**config.mk**
```make
export PLATFORM = sky130hd
export DESIGN_NAME = perf_counter_bank
export DESIGN_NICKNAME = d
export VERILOG_FILES = /design/src/rtl/cpu_tracker_pkg.sv /design/src/rtl/perf_counter.sv /design/src/rtl/perf_counter_bank.sv
export SDC_FILE = /design/constraint.sdc
export NUM_CORES = 1
export LEC_CHECK = 0
export ABC_AREA = 0
export BUFFER_PORTS_ARGS = -buffer_cell sky130_fd_sc_hd__buf_4
export CAP_MARGIN = 10
export CORE_UTILIZATION = 51
export DETAILED_ROUTE_END_ITERATION = 10
export PLACE_DENSITY_LB_ADDON = 0.3
export SLEW_MARGIN = 10
export SYNTH_ARGS = -nofsm -noshare
export SYNTH_HDL_FRONTEND = slang
export SYNTH_SLANG_ARGS = --single-unit
```
**constraint.sdc**
```tcl
create_clock -name CLK -period 2.72 [get_ports CLK]
set_clock_uncertainty 0.05 [all_clocks]
set_input_delay 0.272 -clock CLK [delete_from_list [all_inputs] [get_ports CLK]]
set_output_delay 0.272 -clock CLK [all_outputs]
set_load 0.1 [all_outputs]
```
**src/rtl/cpu_tracker_pkg.sv**
```systemverilog
// Shared constants for the CPU tracker performance counters:
// event channel assignments and default bank geometry.
package cpu_tracker_pkg;

  localparam int EVT_ICACHE_MISS     = 0;
  localparam int EVT_ICACHE_CONFLICT = 1;
  localparam int EVT_DCACHE_MISS     = 2;
  localparam int EVT_DCACHE_CONFLICT = 3;

  localparam int DEF_N_CH  = 4;
  localparam int DEF_CNT_W = 32;

endpackage

```
**src/rtl/perf_counter.sv**
```systemverilog
// Single live event counter with sticky overflow flag.
// Wraps to zero or holds at all-ones depending on SATURATE.
module perf_counter #(
  parameter int CNT_W    = 32,
  parameter int SATURATE = 0
) (
  input  logic             CLK,
  input  logic             RST,
  input  logic             inc,
  input  logic             clear,
  output logic [CNT_W-1:0] count,
  output logic             ovf
);

  logic [CNT_W-1:0] count_reg;
  logic             ovf_reg;

  always_ff @(posedge CLK) begin
    if (RST || clear) begin
      count_reg <= '0;
      ovf_reg   <= 1'b0;
    end else if (inc) begin
      if (&count_reg) begin
        ovf_reg <= 1'b1;
        if (SATURATE == 0) begin
          count_reg <= '0;
        end
      end else begin
        count_reg <= count_reg + 1'b1;
      end
    end
  end

  assign count = count_reg;
  assign ovf   = ovf_reg;

endmodule

```
**src/rtl/perf_counter_bank.sv**
```systemverilog
// Bank of N_CH event counters with a snapshot bank and a one-cycle
// registered read port selecting either live or snapshot values.
module perf_counter_bank
  import cpu_tracker_pkg::*;
#(
  parameter int N_CH     = DEF_N_CH,
  parameter int CNT_W    = DEF_CNT_W,
  parameter int SATURATE = 0,
  localparam int IDX_W   = (N_CH > 1) ? $clog2(N_CH) : 1
) (
  input  logic             CLK,
  input  logic             RST,
  input  logic             en,
  input  logic [N_CH-1:0]  evt,
  input  logic             clear,
  input  logic             snap,
  input  logic             rd_req,
  input  logic [IDX_W-1:0] rd_idx,
  input  logic             rd_snap,
  output logic             rd_valid,
  output logic [CNT_W-1:0] rd_data,
  output logic             rd_err,
  output logic [N_CH-1:0]  ovf
);

  localparam logic [IDX_W:0] CH_LIMIT = (IDX_W + 1)'(N_CH);

  logic [CNT_W-1:0] live [N_CH];
  logic [CNT_W-1:0] snap_reg [N_CH];

  logic             rd_valid_reg;
  logic [CNT_W-1:0] rd_data_reg;
  logic             rd_err_reg;
  logic             idx_oob;
  logic [CNT_W-1:0] sel_data;

  for (genvar gi = 0; gi < N_CH; gi++) begin : g_ch
    perf_counter #(
      .CNT_W    (CNT_W),
      .SATURATE (SATURATE)
    ) u_cnt (
      .CLK   (CLK),
      .RST   (RST),
      .inc   (en & evt[gi]),
      .clear (clear),
      .count (live[gi]),
      .ovf   (ovf[gi])
    );

    // Captures the pre-increment / pre-clear value of the live counter.
    always_ff @(posedge CLK) begin
      if (RST) begin
        snap_reg[gi] <= '0;
      end else if (snap) begin
        snap_reg[gi] <= live[gi];
      end
    end
  end

  assign idx_oob = ({1'b0, rd_idx} >= CH_LIMIT);

  always_comb begin
    sel_data = '0;
    if (!idx_oob) begin
      sel_data = rd_snap ? snap_reg[rd_idx] : live[rd_idx];
    end
  end

  always_ff @(posedge CLK) begin
    if (RST) begin
      rd_valid_reg <= 1'b0;
      rd_data_reg  <= '0;
      rd_err_reg   <= 1'b0;
    end else begin
      rd_valid_reg <= rd_req;
      rd_err_reg   <= rd_req & idx_oob;
      if (rd_req) begin
        rd_data_reg <= sel_data;
      end
    end
  end

  assign rd_valid = rd_valid_reg;
  assign rd_data  = rd_data_reg;
  assign rd_err   = rd_err_reg;

endmodule

```
Word level (Yosys, flattened, before mapping)

Memory sizes are Yosys's and may differ from the RTL's.
Cells that the tools add are included.

Bits in registers: 165
Memory bits (writable): 128
Input port bits: 13
Output and inout port bits: 38
Memories: 1

$add $sub $neg: 4
Magnitude comparators: 1
Muxes and demuxes: 17
Bitwise operators: 9
Reduce and logical (&&, ||, !) cells: 9

Memory list:

| name     | words | width | read ports | clocked after Yosys merged registers in | write ports | line                    | source |
|---|---|---|---|---|---|---|---|
| snap_reg | 4     | 32    | 1          | 0                                       | 4           | perf_counter_bank.sv:29 | `logic [CNT_W-1:0] snap_reg [N_CH];` |

Operators by type and width:

| cell                    | number |
|---|---|
| $mux W32                | 11 |
| $reduce_and A33 Y1      | 4 |
| $add A32 B1 Y32 const B | 4 |
| $reduce_and A32 Y1      | 4 |
| $bmux W32 S2            | 1 |
| $mux W1                 | 5 |
| $and A1 B1 Y1           | 4 |
| $or A1 B1 Y1            | 4 |
| $ge A3 B3 Y1 const B    | 1 |
| $not A2 Y3              | 1 |
| $logic_or A1 B1 Y1      | 1 |

Depth between registers and ports, before layout

Gate-level depths: netlist of run 1.

Word-level depth: 5
Depth in mapped cells: 8
Depth with buffers taken out: 6

Cells and area by module

Synthesis of run 1 repeated with hierarchy kept, for this count alone.

Cell total of the unflattened synthesis: 1366
Area, all modules: 14411.3 µm²

By module, submodules not included:

| module            | instances | cells each | area an instance (µm²) | sequential area each (µm²) |
|---|---|---|---|---|
| perf_counter_bank | 1         | 610        | 8005.2                 | 4504.3 |
| perf_counter      | 4         | 189        | 1601.5                 | 660.6 |

Least setup slack after synthesis of run 1

OpenSTA, ideal clock, no wires.

Path kind: input to register
From: in RST
To: mem snap_reg[0][0] (enable)
Data arrival time: 2.143 ns
Slack: 0.094 ns
Cell stages on the path: 2
Cell sequence: clkbuf_1 or2_2

RTL lines:

| element            | line                    | source |
|---|---|---|
| start: declaration | perf_counter_bank.sv:12 | `input logic RST,` |
| end: declaration   | perf_counter_bank.sv:29 |  |

Worst setup path after layout of run 1

From: reg g_ch[0].u_cnt.count_reg[8]
To: reg g_ch[0].u_cnt.count_reg[9]

Cells in the longest elaborated chain, start to end: 2

RTL lines:

| element                                                      | line                                   | source |
|---|---|---|
| start: declaration                                           | perf_counter.sv:15                     | `logic [CNT_W-1:0] count_reg;` |
| start signal: assignment                                     | perf_counter.sv:29                     | `count_reg <= count_reg + 1'b1;` |
| $add A32 B1 Y32 / $reduce_and A32 Y1 (equally long branches) | perf_counter.sv:29, perf_counter.sv:23 |  |
| $mux W32 (*)                                                 | perf_counter.sv:23                     | `if (&count_reg) begin` |

Mark *: on every way between the ends. The rest lies on a longest branch, timed or not.
A chain may end at the register's enable or synchronous reset.

==> results of run 1 <==
-- layer usage --
metal	up-vias	routed length (µm)	share of wire
met3	47	1770	0.055
met5	-	0	0
met4	0	678	0.021
met1	4628	15100	0.47
met2	237	14600	0.46
li1	4486	-	-
-- repair_timing --
action / 4_1_cts / 5_1_grt
hold endpoints to repair: 1 / 0
hold buffers: 1 / 0
gates resized for setup: 0 / 0
-- stage by stage --
step	cell area, µm²	setup slack (ns)	hold WS, ns	instances	utilization
after floorplan	13900	0.0939	0.376	1223	-
after global placement	14600	0.507	0.402	1566	0.555
after detailed placement	14600	0.448	0.432	1566	0.555
after CTS	15700	0.423	0.0308	1624	0.595
after global routing	15700	0.234	0.0739	1624	0.595
final	15700	0.403	0.0421	1624	0.595
-- worst max-delay path: stages, from the launching register on --
cell and delay [ns]:
sky130_fd_sc_hd__dfxtp_1 0.45, sky130_fd_sc_hd__and4_1 0.44, sky130_fd_sc_hd__nand4_1 0.35, sky130_fd_sc_hd__or4_4 0.54, sky130_fd_sc_hd__nand2_4 0.26, sky130_fd_sc_hd__nor2_1 0.10
-- cells by family (layout without fill, tap and decap cells) --
| group | Yosys count | after routing | share of synthesized area |
|---|---|---|---|
| flops | 293 | 293 | 0.515 |
| simple gates | 574 | 574 | 0.222 |
| buf+inv | 84 | 150 | 0.0293 |
| xor+xnor | 112 | 112 | 0.0708 |
| mux | 99 | 99 | 0.130 |
| other cells | 1 | 1 | 0.000270 |
| compound gates | 56 | 56 | 0.0287 |
| fa+ha+maj | 4 | 4 | 0.00361 |
-- how the worst max path moves through the flow --
stage / startpoint / endpoint / slack, ns / cells after the start
5_1_grt: g_ch[1].u_cnt.count[20] / g_ch[1].u_cnt.count[10] / 0.23 / 5
4_1_cts: g_ch[0].u_cnt.count[8] / g_ch[0].u_cnt.count[17] / 0.42 / 5
6_report: g_ch[0].u_cnt.count[8] / g_ch[0].u_cnt.count[9] / 0.40 / 5
2_1_floorplan: RST / snap_reg[0][0] / 0.09 / 2
3_3_place_gp: g_ch[0].u_cnt.count[1] / g_ch[0].u_cnt.count[17] / 0.51 / 6
3_5_place_dp: g_ch[0].u_cnt.count[1] / g_ch[0].u_cnt.count[17] / 0.45 / 6
-- cells in the final DEF, fill, tap and decap left out, drive strengths merged, types with 2 or more instances in the layout --
master / netlist / layout
a211oi: 32 / 32
a21oi: 6 / 6
and2: 139 / 139
and3: 18 / 18
and4: 15 / 15
buf: 37 / 81
bufinv: 0 / 3
clkbuf: 36 / 39
clkinv: 0 / 13
clkinvlp: 0 / 2
dfxtp: 165 / 165
edfxtp: 128 / 128
ha: 4 / 4
inv: 11 / 11
mux2i: 35 / 35
mux4: 64 / 64
nand2: 60 / 60
nand3: 59 / 59
nand4: 48 / 48
nor2: 165 / 165
nor2b: 4 / 4
nor3: 25 / 25
nor4: 21 / 21
nor4b: 3 / 3
o21a: 2 / 2
o21ai: 12 / 12
or2: 4 / 4
or3: 7 / 7
or4: 3 / 3
xnor2: 51 / 51
xor2: 61 / 61
-- where the power goes --
part | leakage (nW) | switching (mW) | internal, mW | total (mW)
clock network | 0.509 | 1.72 | 2.55 | 4.27
logic | 2.35 | 0.504 | 0.204 | 0.708
registers | 2.74 | 0.0458 | 4.71 | 4.75
-- final cells by class --
type | instances | area share
Sequential cell | 293 | 0.456
Clock inverter | 18 | 0.0103
Timing Repair Buffer | 82 | 0.0450
Tap cell | 335 | 0.0267
Multi-Input combinational cell | 846 | 0.403
Inverter | 11 | 0.00263
Clock buffer | 39 | 0.0560
==> results.txt, run 1 <==
The final count of hold timing violations is 0. After detailed routing, the number of vias per cell comes to 5.79. The design draws about 10 mW. The total global routing track utilization came out at 0.237. The relative max-transition margin is 0.566. The met2 track demand over resource is 0.370. The core region area is 0.0264 mm². Counting instances in the post-synthesis netlist gives the leading cell types as 165 x sky130_fd_sc_hd__dfxtp_1, 165 x sky130_fd_sc_hd__nor2_1, 138 x sky130_fd_sc_hd__and2_1. The initial antenna violation count came to 0. CTS saw 293 sinks. The first global-routing pass estimated a little over 50000 µm of wire. The die is around 170 µm wide.

The internal reg-to-reg setup slack is 0.40 ns. The largest net degree at the start of global routing is 82. Summed over all instances, the cell type with the most area after synthesis is sky130_fd_sc_hd__edfxtp_1. The met3 track demand over resource in global routing is 0.0307. The final-layout setup total negative slack came out at 0 ns. Detailed placement finished with a half-perimeter wire length of 22200 µm. For this run, the register share of the synthesized area comes to 0.515. The worst setup path is launched from a register. The min-delay analysis places its worst path in the category primary input to register. The worst-path maximum fanout came out at 27. The net count after synthesis is 1240. The number of max-slew violations in the final report was 0. The register area is 0.00715 mm². The final critical-path share of the clock period is 0.852.

In this run, synthesis inferred between 100 and 150 flip-flops with an integrated enable. The total of fill cells in the finished design came out at 2164. 51 I/O pins were placed. The capturing element type of the critical path is a register. The y dimension of the die came out at 167 µm. The floorplan has 59 rows. The number of I/O port buffers is approximately 50.

The distinct cell type count of the synthesized netlist is 51. The gate count after technology mapping is 1223. After layout, the minimum clock period comes to about 2.3 ns.

Clock-pin slew was measured on the worst setup and hold paths at ~0.060 ns. The slew at the pin with the worst max-slew slack came out at 0.651 ns. The TritonCTS clock tree is yes. The endpoint of the most critical register-to-register path is g_ch[0].u_cnt.count[9].

Setup repair after global routing left no endpoint under its margin. Setup violations remaining at the end of the flow were counted as 0. The logic depth of the worst register-to-register path is 5. The final routed wire length divided by cell count is 19.8 µm.

The startpoint identified for the worst hold timing path is evt[0]. The total congestion overflow after global routing is 0. The cell depth of the worst min-delay path is 4. The highest clock rate came out at 432 MHz. For this run, design rule violations remaining after detail routing come to 0. The number of DRC markers after the initial detailed-route iteration is 787. The worst-case IR drop observed on VDD is 0.392 mV.

The floorplan step defined a die boundary enclosing 0.0278 mm². The total number of H-tree levels is 1. The worst register-to-register path begins at g_ch[0].u_cnt.count[8].

For this configuration, the core starts out at a cell density of 0.526. In the post-synthesis netlist, the biggest area contributors are sky130_fd_sc_hd__edfxtp_1 28%, sky130_fd_sc_hd__dfxtp_1 24%, sky130_fd_sc_hd__mux4_2 10%. The layout overhead on the synthesized area is 13.1%.

Counting flops with an async set or reset pin after synthesis yields a share of 0. Of the cells placed in the final design, the portion with a size suffix greater than 1 is 0.166. The leakage power total came out at 5.59 nW.

The via count of the first global-routing pass is about 9300. The count of synthesis-stage warnings from yosys is 0. The number of buffers added for setup after CTS came out at 0.

The net count reported at finish came out at 1282. Of the post-synthesis cell area, the dominant cell type holds 0.277. In the synthesized netlist the dominant register cell turns out to be sky130_fd_sc_hd__dfxtp_1.

Synthesis inferred 293 register bits. Across the run, the number of max-cap violations was 0. The multi-input logic area is 0.00632 mm². The total clock buffers created by CTS is 31.

The remaining antenna violation count came out at 0. The routed layout has approximately 9400 vias. The maximum clock path buffer count came out at 3. The total power per unit cell area came out at 621 mW/mm².

The most heavily used metal layer in global routing is met2. At the end of routability-driven placement, the weighted congestion stood at 0.835. The number of diodes came out at 0. The synthesized area is between 0.01 and 0.015 mm². The worst path arrival time is 2.69 ns.

Wires add up to 32100 µm. The data required time of the worst path came out at 3.10 ns. The mean post-synth cell area came out at 11.3 µm². The worst hold path terminates at g_ch[0].u_cnt.count[1].

The CTS root buffer is sky130_fd_sc_hd__clkbuf_16. The met1 track demand over resource in global routing is 0.347. The critical path class is register to register. The flow ran to the end, and the final reports show no timing, DRC or antenna violations. Clock latency on the worst-skew pair, taken at its later pin, is roughly 0.55 ns.

The number of iterations in the first detailed-routing pass came out at 5.
(Power assumes the default switching activity.)
==> inputs of run 2 (changes only) <==
BUFFER_PORTS_ARGS = -buffer_cell sky130_fd_sc_hd__buf_2   (was -buffer_cell sky130_fd_sc_hd__buf_4)
CTS_BUF_LIST = sky130_fd_sc_hd__clkbuf_4   (was default)
==> run 2 against run 1 <==
  * Cell count rose by 6.1%
  * Final area decreased by 0.29%
  * Die area did not move
  * Fmax rose by 0.42%
  * First-iteration DRC count down 5.8%
  * Non-clock buffer count increased by 17
  * Routed wire length barely moved
  * Combinational power fell by 1%
  * Register-to-register slack barely moved
==> results.txt, run 2 (synthesized netlist as in run 1, its figures left out) <==
The cell count after placement came out at 1578. The final routed wire length divided by cell count is 18.7 µm. The worst path arrival time came out at around 2.8 ns.

Of the cells placed in the final design, the portion with a size suffix greater than 1 is 0.220. The first global-routing pass estimated between 50000 and 60000 µm of wire. The path type of the worst min-delay path is primary input to register. The detailed router placed 9811 vias in this run. The post-route non-filler standard cell count is 1723. The number of DRC markers after the initial detailed-route iteration came out at around 740. The worst setup path is captured at a register.

Across every metal layer, demand over resource in global routing totals 0.239. The cell with the biggest individual delay on the critical path is sky130_fd_sc_hd__or4_4. Tracing the worst setup path back leads to its startpoint at g_ch[0].u_cnt.count[0]. The final non-filler cell area is 0.0156 mm². The starting density of the core came out at 0.526.

The final hold slack is 0.0662 ns. The clock edge transition at the registers on the reported setup and hold paths came out at approximately 0.06 ns. Among cell families on the critical path, the largest total delay comes from simple AND/OR/NAND/NOR gates. Clock latency on the worst-skew pair, taken at its later pin, is 0.68 ns. The largest net degree at the start of global routing came out at approximately 130.

Leaving out fill and tap cells, the most frequent cell in the layout is sky130_fd_sc_hd__dfxtp_1. Summed over all cells, the static leakage comes to 5.74 nW. The first detailed-routing pass ran for 5 iterations. The number of top-level design ports is slightly above 50. The run finished with clean final reports. The initial antenna violation count came out at 1. The largest single stage delay on the critical path is 0.58 ns. In this run the clock root is driven by a sky130_fd_sc_hd__clkbuf_4.

The number of remaining DRC errors is 0. The worst setup path is launched from a register. Following the worst setup path forward leads to its endpoint at g_ch[0].u_cnt.count[23]. The multi-input logic area is 0.00632 mm².

The maximum clock path buffer count came out at 3. Counting I/O delays and the setup requirement, the final critical path takes 2.31 ns. The endpoint identified for the worst register-to-register timing path is g_ch[0].u_cnt.count[23]. The critical path contains buffers and inverters numbering 0 combined. The net count reported at finish came out at 1345.

The number of placement rows is 59. Setup repair after global routing left no endpoint under its margin. The total number of H-tree levels came out at 3. The highest clock rate came out at roughly 430 MHz. The die boundary width came out at 167 µm. The relative max-transition margin came out at 0.464. The routability congestion estimate came out at 0.813. The number of I/O port buffers came out at 49. The final-layout setup total negative slack came out at 0 ns. The logic depth of the worst setup path including buffers is 6. The filler cells instantiated in the layout total between 2000 and 2500. The total power per unit cell area is 592 mW/mm². TritonCTS built the clock tree.

The detailed-route wire length is 32100 µm. Dividing the final minimum period by the clock period gives 0.848. The placement-stage cell area is 0.0146 mm². Compared with the post-synthesis result, the final layout area differs by 12.7%.

The via-per-instance ratio is 5.69. The TritonCTS sink count came out at 293. The total congestion overflow after global routing came out at 0. The setup slack after placement is 0.457 ns. The critical path goes through ha_1 -> and3_1 -> nand4_4 -> or4_4 -> nand2_4 -> nor2_1.

The final count of hold timing violations came to 0. The remaining antenna violation count is 0. The number of buffers added for setup after CTS came out at 0. The setup-violating endpoint count in the final report came out at 0.

Across the VDD grid, the largest voltage drop is roughly 0.36 mV. The total clock buffers created by CTS is 77. The worst-path maximum fanout came out at 27. At the worst endpoint, the required time is 3.21 ns.

For the pin with the worst max-slew slack, the measured transition is 0.805 ns. The placed wire-length estimate after detailed placement is 22100 µm. The internal reg-to-reg setup slack came out at between 0.4 and 0.5 ns.

The final critical-path setup slack came out at 0.413 ns. The area enclosed by the die boundary is 0.0278 mm². The via count of the first global-routing pass came out at slightly above 9000. The startpoint identified for the worst register-to-register timing path is g_ch[0].u_cnt.count[0]. The setup path with the least slack is of type register to register. In the layout the commonest cells are 165 x sky130_fd_sc_hd__dfxtp_1, 164 x sky130_fd_sc_hd__nor2_1, 138 x sky130_fd_sc_hd__and2_1. The register area is 0.00715 mm². The logic depth of the worst register-to-register path came out at 6. The core region area came out at between 0.02 and 0.03 mm². The number of maximum-capacitance constraint violations is 0. The die is ~170 µm tall. The number of max-slew violations in the final report was 0.
## run 2: changes by cell type in the layout (fill, tap and decap cells not counted), moves of 2 or more
| cell | delta |
|---|---|
| sky130_fd_sc_hd__buf_2 | +48 |
| sky130_fd_sc_hd__clkinv_2 | -5 |
| sky130_fd_sc_hd__buf_4 | -35 |
| sky130_fd_sc_hd__clkinv_1 | +5 |
| sky130_fd_sc_hd__clkbuf_8 | -3 |
| sky130_fd_sc_hd__clkbuf_16 | -33 |
| sky130_fd_sc_hd__clkinvlp_4 | -2 |
| sky130_fd_sc_hd__clkbuf_1 | -3 |
| sky130_fd_sc_hd__clkbuf_4 | +124 |
| sky130_fd_sc_hd__bufinv_16 | -3 |
| sky130_fd_sc_hd__dlygate4sd3_1 | +5 |
## run 2: worst min-delay path by stage
| stage | slack, ns | cells after the start | end | startpoint |
|---|---|---|---|---|
| global placement | 0.40 | 2 | g_ch[0].u_cnt.ovf | g_ch[0].u_cnt.ovf |
| floorplan | 0.38 | 2 | g_ch[0].u_cnt.ovf | g_ch[0].u_cnt.ovf |
| detailed placement | 0.39 | 2 | g_ch[0].u_cnt.ovf | g_ch[0].u_cnt.ovf |
| CTS | 0.009 | 4 | g_ch[2].u_cnt.count[2] | en |
| finish | 0.07 | 4 | g_ch[2].u_cnt.count[2] | en |
| global route | 0.01 | 4 | g_ch[2].u_cnt.count[2] | en |
## run 2: metrics by stage
step	power, mW	util
6_report	9.26	0.593
5_1_grt	9.63	0.593
4_1_cts	9.36	0.593
3_5_place_dp	5.54	0.553
3_3_place_gp	5.53	0.553
2_1_floorplan	5.37	-
## run 2: per-layer routing
| metal | GRT usage | share of wire | vias to the layer above |
|---|---|---|---|
| met5 | 0 | 0 | - |
| met4 | 0.0809 | 0.020 | 0 |
| met3 | 0.0447 | 0.058 | 59 |
| met2 | 0.359 | 0.46 | 278 |
| met1 | 0.347 | 0.46 | 4800 |
| li1 | - | - | 4674 |
## run 2: final cells by class
class,count,share of cell area
multi-input cells,846,0.405
repair buffers,99,0.0456
flip-flops and latches,293,0.457
inverters,11,0.00264
diodes,1,0.000160
clock buffers,124,0.0596
well taps,335,0.0268
clock inverters,14,0.00344
## run 2: timing repair
action / 4_1_cts / 5_1_grt
endpoints found under the hold margin: 17 / 0
gates resized for setup: 0 / 0
hold buffers: 6 / 0
## run 2: worst min-delay path: cells and delay by family
family,cells,cell delay (ns)
xor+xnor,1,0.07
buf+inv,1,0.18
simple gates,2,0.22
## run 2: report_power, final
part	switching (mW)	internal, mW
clock network	1.76	2.05
registers	0.0437	4.70
logic	0.504	0.195
==> inputs of run 3 (changes only) <==
ABC_AREA = 1   (was 0)
clock period = 2.39 ns   (was 2.72 ns; I/O delays follow)
==> run 3 against run 2 <==
  * Total power rose by 23%
  * Die area rose by 7.3%
  * Critical path depth rose by 3
  * Area after synthesis rose by 7.4%
  * Core utilization fell by 0.31 points
  * Largest cell class unchanged
  * Highest routed layer unchanged
==> results.txt, run 3 <==
After legalization and detailed placement, the total HPWL measured ~32000 µm. Leaving out fill and tap cells, the most frequent cell in the layout is sky130_fd_sc_hd__nand2_1. The slowest stage of the critical path is the sky130_fd_sc_hd__dlygate4sd3_1 cell. The total global routing track utilization came out at 0.300.

Of all cell types, the one taking the most synthesized area is sky130_fd_sc_hd__edfxtp_1. The global-route wire length before repair is 70400 µm. The number of vias after detailed routing came out at 14000. In the final design database the tool counted between 2000 and 2500 nets.

The TritonCTS clock tree is yes. The highest clock rate came out at 447 MHz. The area enclosed by the die boundary is 0.0299 mm².

The final count of hold timing violations came out at 0. After detailed routing, the total wire length is 44300 µm. The number of top-level design ports came out at 51. In this run the horizontal extent of the chip is 173 µm. The setup-violating endpoint count in the final report came out at 0. The worst-case vdd ir drop came out at 0.343 mV. Headroom to the max-slew limit came out at 0.528. The final critical-path share of the clock period is 0.935. The critical path is of the primary input to register type.

In this run, the number of DRC markers left after iteration 0 of detailed routing was 1313. STA classifies the critical path startpoint as a primary input. The most used standard cell by instance count after synthesis is sky130_fd_sc_hd__nand2_1. The clock edge transition at the registers on the reported setup and hold paths is 0.06 ns.

The final critical-path required period came out at 2.24 ns. The maximum clock path buffer count is 3. The TritonCTS sink count came out at 293. The final-layout setup total negative slack is 0 ns.

The post-route non-filler standard cell count came out at 2592. The register area came out at 0.00715 mm². The tool flagged a number of max-cap violations equal to 0. The y dimension of the die came out at 173 µm.

The total number of H-tree levels came out at 3. The synthesized area is 0.0149 mm². The count of synthesis-stage warnings from yosys came out at 0.

In the synthesized netlist the dominant register cell turns out to be sky130_fd_sc_hd__dfxtp_1. The largest stage delay on the critical path came out at 0.61 ns. The slew at the pin with the worst max-slew slack is 0.708 ns.

After detailed placement, the design holds a cell count of roughly 2400. The remaining antenna violation count came out at 0. The worst-path maximum fanout is 7.

The signal on the critical path passes through dlygate4sd3_1 -> buf_2 -> nand2_1 -> dlygate4sd3_1 -> nor2_1 -> nand2_1 -> nor2_1 -> nand3_1 -> a21oi_1. Averaged over all synthesized cells, the footprint is 7.29 µm². The leakage power total is 6.31 nW. The later-pin clock latency in the skew report is roughly 0.71 ns. The total power per unit cell area came out at 670 mW/mm². The number of iterations in the first detailed-routing pass came out at 6. The run finished with clean final reports. The via-per-instance ratio is 5.39. The via count of the first global-routing pass came to approximately 13000. The data required time of the worst path came out at 2.96 ns. After synthesis the netlist holds a flip-flop and latch count of 293. The starting density of the core is 0.519. After floorplanning, the core was sized to cover roughly 0.029 mm². In the synthesized netlist the async set-or-reset flop fraction comes to 0. The number of I/O port buffers came out at 49. The final critical-path setup slack is 0.155 ns. From synthesis to final layout, the design area changed by 13.7%.

The routability congestion estimate is 0.956. Final hold analysis gives a worst-case slack of between 0.2 and 0.25 ns. The gate count after technology mapping is around 2000.

CTS placed an instance of sky130_fd_sc_hd__clkbuf_4 at the clock tree root. The final routed wire length divided by cell count is 17.1 µm. The largest net degree at the start of global routing is 69. The number of remaining DRC errors is 0. Fill cells in the final layout number 2766.

The net count after synthesis came out at between 2000 and 2500. The path type of the worst min-delay path is primary input to register. The multi-input logic area is 0.00636 mm².

The total congestion overflow after global routing came out at 0. The number of synthesized flops with an enable pin came out at approximately 130. The number of clock buffers added by TritonCTS is 80.

The distinct cell type count of the synthesized netlist is 28. The initial antenna violation count came out at 1. The library cells used most frequently in the layout, excluding fill and tap cells, are 391 x sky130_fd_sc_hd__nand2_1, 389 x sky130_fd_sc_hd__nor2_1, 267 x sky130_fd_sc_hd__inv_1. The number of max-slew violations in the final report came out at 0. The floorplan has 62 rows. Before CTS, the worst setup slack after placement is 0.447 ns.

The layout cell share with drive strength beyond 1 is 0.115. The worst setup path is captured at a register. Ranked by total cell area, the synthesized netlist is headed by sky130_fd_sc_hd__edfxtp_1 26%, sky130_fd_sc_hd__dfxtp_1 22%, sky130_fd_sc_hd__nand2_1 9.9%. The proportion of netlist area held by the largest area contributor came out at 0.258. For this run, the register share of the synthesized area comes to 0.480.

The internal reg-to-reg setup slack came out at between 0.4 and 0.5 ns. Data arrives at the worst endpoint at 2.80 ns. In the synthesized netlist, the cells that appear most often are 392 x sky130_fd_sc_hd__nand2_1, 390 x sky130_fd_sc_hd__nor2_1, 267 x sky130_fd_sc_hd__inv_1. Setup repair after global routing left no endpoint under its margin.
-- run 3: cell families after synthesis --
group	share of synthesized area
adders and majority gates	0.00336
AOI/OAI and AO/OA	0.135
and+or+nand+nor	0.259
buffers and inverters	0.0939
DFF	0.480
xor gates and xnor gates	0.0288
other	0.000252
-- run 3: critical path: cells and delay by family --
family | cells | cell delay, ns
buffers and inverters | 3 | 1.29
and+or+nand+nor | 5 | 1.11
AOI/OAI and AO/OA | 1 | 0.18
-- run 3: power by group --
group          internal, mW  switching [mW]
logic                 0.239           0.815
registers              5.34          0.0520
clock network          2.74            2.15
-- run 3: path summary, 6_finish.rpt --
path | from | endpoint | cells past startpoint
worst max-delay path | en | g_ch[3].u_cnt.count[29] | 9
worst min-delay path | rd_idx[1] | rd_data[21] | 6
worst min register to register | g_ch[2].u_cnt.ovf | g_ch[2].u_cnt.ovf | 2
worst max register to register | g_ch[3].u_cnt.count[1] | g_ch[3].u_cnt.count[29] | 9
-- run 3: layout make-up --
| type | count | area share |
|---|---|---|
| sequential | 293 | 0.422 |
| multi-input combinational | 1391 | 0.376 |
| clock buffer | 141 | 0.0625 |
| inverter | 268 | 0.0594 |
| timing repair buffer | 107 | 0.0484 |
| tap | 384 | 0.0284 |
| clock inverter | 7 | 0.00362 |
| antenna | 1 | 0.000148 |
-- run 3: layer usage --
metal | global-route usage | part of all wire | vias to the layer above
li1 | - | - | 6839
met1 | 0.400 | 0.42 | 6469
met2 | 0.481 | 0.46 | 559
met3 | 0.0449 | 0.079 | 109
met4 | 0.138 | 0.038 | 0
met5 | 0 | 0 | -
-- run 3: what timing repair did --
item / CTS / global route
gates resized for setup: 0 / 0
hold buffers: 12 / 0
endpoints found under the hold margin: 29 / 0
buffers inserted: 0 / 0
-- run 3: stage by stage --
stage               utilization  instance area, µm²  total power [mW]
finish                    0.590               16900              11.3
floorplan                     -               14900              6.24
global placement          0.547               15700              6.52
detailed placement        0.547               15700              6.53
global route              0.590               16900              11.8
CTS                       0.590               16900              11.4
